==> src/rtl/scan_chain_loader.sv <==
// Purpose: byte-to-serial scan controller feeding memory_bank; returns the bits shifted out of the chain as bytes.
// Latency: byte accepted at edge k, scan_enable high for the next 8 cycles, out_valid from cycle k+9; full load NBYTES*10+1 cycles.
// Backpressure: in_valid low in LOAD or out_ready low in EMIT stalls with scan_enable low, so the chain is never disturbed.
//
// Ports:
//   clk, rst            clock (rising edge), asynchronous active-low reset
//   start               one-cycle request to begin a full chain load (ignored unless idle)
//   busy, done          busy outside IDLE; done pulses once when the last byte has been returned
//   in_data/valid/ready byte stream shifted into the chain, MSB first
//   out_data/valid/ready bytes captured from chain_scan_out, same order as loaded
//   scan_enable, scan_in, chain_scan_out   serial interface to memory_bank
//   parity              only with SCAN_PARITY_EN defined: running XOR of every bit driven on scan_in,
//                       cleared on start, final once done pulses
module scan_chain_loader #(
  parameter int CHAIN_LEN = 272,
  parameter int BCNT_W    = 6
) (
  input  logic       clk,
  input  logic       rst,
  input  logic       start,
  output logic       busy,
  output logic       done,
  input  logic [7:0] in_data,
  input  logic       in_valid,
  output logic       in_ready,
  output logic [7:0] out_data,
  output logic       out_valid,
  input  logic       out_ready,
  output logic       scan_enable,
  output logic       scan_in,
  input  logic       chain_scan_out
`ifdef SCAN_PARITY_EN
  ,
  output logic       parity
`endif
);

  localparam int NBYTES = CHAIN_LEN / 8;
  localparam logic [BCNT_W-1:0] LAST_BYTE = BCNT_W'(NBYTES - 1);

  typedef enum logic [2:0] {
    IDLE  = 3'd0,
    LOAD  = 3'd1,
    SHIFT = 3'd2,
    EMIT  = 3'd3,
    DONE  = 3'd4
  } state_t;

  state_t            state_q, state_d;
  logic [BCNT_W-1:0] byte_cnt_q, byte_cnt_d;
  logic [2:0]        bit_cnt_q, bit_cnt_d;
  logic [7:0]        sh_q, sh_d;
  logic [7:0]        cap_q, cap_d;
`ifdef SCAN_PARITY_EN
  logic              parity_q, parity_d;
`endif

  always_ff @(posedge clk or negedge rst) begin
    if (!rst) begin
      state_q    <= IDLE;
      byte_cnt_q <= '0;
      bit_cnt_q  <= '0;
      sh_q       <= '0;
      cap_q      <= '0;
`ifdef SCAN_PARITY_EN
      parity_q   <= 1'b0;
`endif
    end else begin
      state_q    <= state_d;
      byte_cnt_q <= byte_cnt_d;
      bit_cnt_q  <= bit_cnt_d;
      sh_q       <= sh_d;
      cap_q      <= cap_d;
`ifdef SCAN_PARITY_EN
      parity_q   <= parity_d;
`endif
    end
  end

  always_comb begin
    state_d     = state_q;
    byte_cnt_d  = byte_cnt_q;
    bit_cnt_d   = bit_cnt_q;
    sh_d        = sh_q;
    cap_d       = cap_q;
`ifdef SCAN_PARITY_EN
    parity_d    = parity_q;
`endif
    busy        = (state_q != IDLE);
    done        = 1'b0;
    in_ready    = 1'b0;
    out_valid   = 1'b0;
    out_data    = '0;
    scan_enable = 1'b0;
    scan_in     = 1'b0;

    unique case (state_q)
      IDLE: begin
        if (start) begin
          state_d    = LOAD;
          byte_cnt_d = '0;
`ifdef SCAN_PARITY_EN
          parity_d   = 1'b0;
`endif
        end
      end

      LOAD: begin
        in_ready = 1'b1;
        if (in_valid) begin
          sh_d      = in_data;
          bit_cnt_d = '0;
          state_d   = SHIFT;
        end
      end

      SHIFT: begin
        // scan_in and chain_scan_out move on the same edge, so cap collects
        // the old chain bit that the new bit displaces.
        scan_enable = 1'b1;
        scan_in     = sh_q[7];
        sh_d        = {sh_q[6:0], 1'b0};
        cap_d       = {cap_q[6:0], chain_scan_out};
        bit_cnt_d   = bit_cnt_q + 3'd1;
`ifdef SCAN_PARITY_EN
        parity_d    = parity_q ^ sh_q[7];
`endif
        if (bit_cnt_q == 3'd7) begin
          state_d = EMIT;
        end
      end

      EMIT: begin
        // cap is frozen here, which keeps out_data stable until accepted.
        out_valid = 1'b1;
        out_data  = cap_q;
        if (out_ready) begin
          if (byte_cnt_q == LAST_BYTE) begin
            state_d = DONE;
          end else begin
            byte_cnt_d = byte_cnt_q + 1'b1;
            state_d    = LOAD;
          end
        end
      end

      DONE: begin
        done    = 1'b1;
        state_d = IDLE;
      end

      default: begin
        state_d = IDLE;
      end
    endcase
  end

`ifdef SCAN_PARITY_EN
  assign parity = parity_q;
`endif

endmodule

==> config.mk <==
export PLATFORM = sky130hd
export DESIGN_NAME = scan_chain_loader
export DESIGN_NICKNAME = d
export VERILOG_FILES = /design/src/rtl/scan_chain_loader.sv
export SDC_FILE = /design/constraint.sdc
export NUM_CORES = 1
export LEC_CHECK = 0
export BUFFER_PORTS_ARGS = -buffer_cell sky130_fd_sc_hd__buf_4
export CAP_MARGIN = 10
export CORE_AREA = 2 2 53 55
export CTS_BUF_LIST = sky130_fd_sc_hd__clkbuf_8
export DETAILED_ROUTE_END_ITERATION = 12
export DIE_AREA = 0 0 55 57
export HOLD_SLACK_MARGIN = 0.05
export PLACE_DENSITY = 0.89
export SYNTH_ARGS = -nofsm -noshare
export SYNTH_HDL_FRONTEND = slang
export SYNTH_SLANG_ARGS = --single-unit
export TNS_END_PERCENT = 10
==> constraint.sdc <==
create_clock -name clk -period 4 [get_ports clk]
set_clock_uncertainty 0.1 [all_clocks]
set_input_delay 0.8 -clock clk [delete_from_list [all_inputs] [get_ports clk]]
set_output_delay 0.8 -clock clk [all_outputs]
set_load 0.005 [all_outputs]
==> run metrics <==
dpl cell area 1690 µm²; post_cts resized 0; placed wire-length estimate 2160 µm; Ant. Diodes 0; routability congestion estimate 0.784; Fmax 360 MHz; fraction of layout cells with a size suffix above 1 30.3%; Syn Std Cell Area 1500 µm²; Final Hold Violating Endpoints 0; PD cells 715 nW/µm²; GRT overflow 0; GRT met2 Usage 37.6%; Row Count 19; Port Buffers 27; Total GRT Usage 22.8%; die area 3140 µm²; area of the core 2620 µm²; largest net degree at the start of global routing 29; WP data required 3100 ps; DR vias 1124; routed vias/inst 5.73; die width 55 µm; WP data arrival 1880 ps; Worst Setup Start Kind flop; total wire length 3030 µm; drt wl/cell 15.5 µm; Slew HR 62.0%; unrepaired setup endpoints after global routing no; post-CTS setup buffers 0; Max Cap Violations 0; Post-synth EDFFs 0; Layout Nets 184; DRC violations left 0; Num CTS Buffers 3; Finished Cell Area 1760 µm²; HP Class in -> async; DP Cell Count 192; drt first pass iters 4; status completed; asr flop ratio synth 100%; Final Instance Count excl. Fillers 196; post-route ant nets 0; post-synth net total 158; met3 capacity usage during global routing 3.14%; initial core utilization 57.5%; first-pass GRT wire length 5150 µm; most common flop cell mapped by yosys dfrtp_1; vias in the first global route 1112; area grow syn2layout 17.2%; Fin Setup TNS 0 ps; Ports 28; Setup-failing EPs final 0; Cell variety after synth 33; final core occ 67.4%; die height 57 µm; met1 Use GR 30.7%; H-tree depth 1; post-layout min period 2780 ps; Root Buffer clkbuf_8; Tcrit/Tclk final 69.5%; Setup CP Type reg -> out; initial antenna violation count 0; CP max FO 14; Syn. warnings 0; P_leak 0.820 nW; Clock transition at path regs 100 ps; clock latency on the worst-skew pair 280 ps; Synth Instances 140; max-slew violations 0; # clock sinks 28; Syn Area/Cell 10.7 µm²; FF+latch count, synth 28; worst slew pin tran 570 ps; Hold Buf Count CTS 0; Worst Setup End Kind primary output; GR peak layer met2; Peak VDD IR 0.489 mV; Clock Tree Buf Depth 2; Initial DRC Count 21; TritonCTS clock tree yes; sequential share of the synthesized area 46.6%
cells by family after synthesis:
kind of cell	share of synthesized area, %
and+or+nand+nor	20.3
DFF	46.6
AOI/OAI and AO/OA	11.3
muxes	12.0
buffers and inverters	5.83
adders and majority gates	3.33
xor gates and xnor gates	0.583
path summary, 6_finish.rpt:
path | startpoint | endpoint | slack, ps | depth (start not counted)
max | state_q[2] | out_data[1] | 1220 | 4
min | rst | byte_cnt_q[0] | 320 | 1
max reg2reg | state_q[1] | byte_cnt_q[4] | 2100 | 5
min reg2reg | bit_cnt_q[0] | bit_cnt_q[0] | 410 | 1
max in group asynchronous | rst | sh_q[7] | 3220 | 1
min in group clk | bit_cnt_q[0] | bit_cnt_q[0] | 410 | 1
stage by stage:
stage	hold WS (ps)	setup WS [ps]	power, mW
after floorplan	346	2010	0.889
after global placement	359	1690	0.990
after detailed placement	397	1560	1.03
after CTS	333	1250	1.27
after global routing	330	1110	1.35
final	315	1220	1.26
critical path, stage by stage (launching register included):
cell and delay (ps):
dfrtp_1 580, nand3b_4 230, clkinv_1 340, and2_1 310, buf_4 140
Yosys cell counts, types with 4 or more instances:
cell type	number	share of area, %
a21oi_1	11	3.7
and2_1	9	3.7
dfrtp_1	28	47
ha_1	4	3.3
inv_1	6	1.5
mux2_2	8	6.0
mux2i_1	9	6.0
nand2_1	10	2.5
nand3_1	7	2.3
nor2_1	10	2.5
nor3_1	5	1.7
o21ai_0	6	2.0
layer usage:
layer | wire length, µm | vias to the layer above
met1 | 1220 | 555
met2 | 1640 | 32
met4 | 43 | 0
met3 | 125 | 5
li1 | - | 532
met5 | 0 | -
cell type report:
type	instances	area [µm²]
Fill cell	216	853
Clock buffer	3	41.3
Sequential cell	28	701
Inverter	7	26.3
Multi-Input combinational cell	98	714
Timing Repair Buffer	28	210
Tap cell	31	38.8
Clock inverter	1	30.0
power breakdown:
part | internal (mW) | switching (mW) | leakage [nW] | total (mW)
sequential | 0.397 | 0.115 | 0.345 | 0.512
clock | 0.134 | 0.0928 | 0.0357 | 0.227
combinational | 0.271 | 0.251 | 0.439 | 0.521
total | 0.801 | 0.459 | 0.820 | 1.26
state kept, by name, indices dropped and copies added (netlist names):
register    cells
bit_cnt_q       3
byte_cnt_q      6
cap_q           8
sh_q            8
state_q         3
cell usage in the layout, fill, tap and decap left out, drive strengths merged, types with 3 or more instances in the layout:
master  netlist  routed
dfrtp        28      28
buf           7      28
a21oi        12      12
nand2        11      11
nor2         11      11
and2          9       9
mux2i         9       9
mux2          8       8
nand3         7       7
inv           6       6
o21ai         6       6
nor3          6       6
ha            4       4
clkbuf        0       3
(Power assumes the default switching activity.)
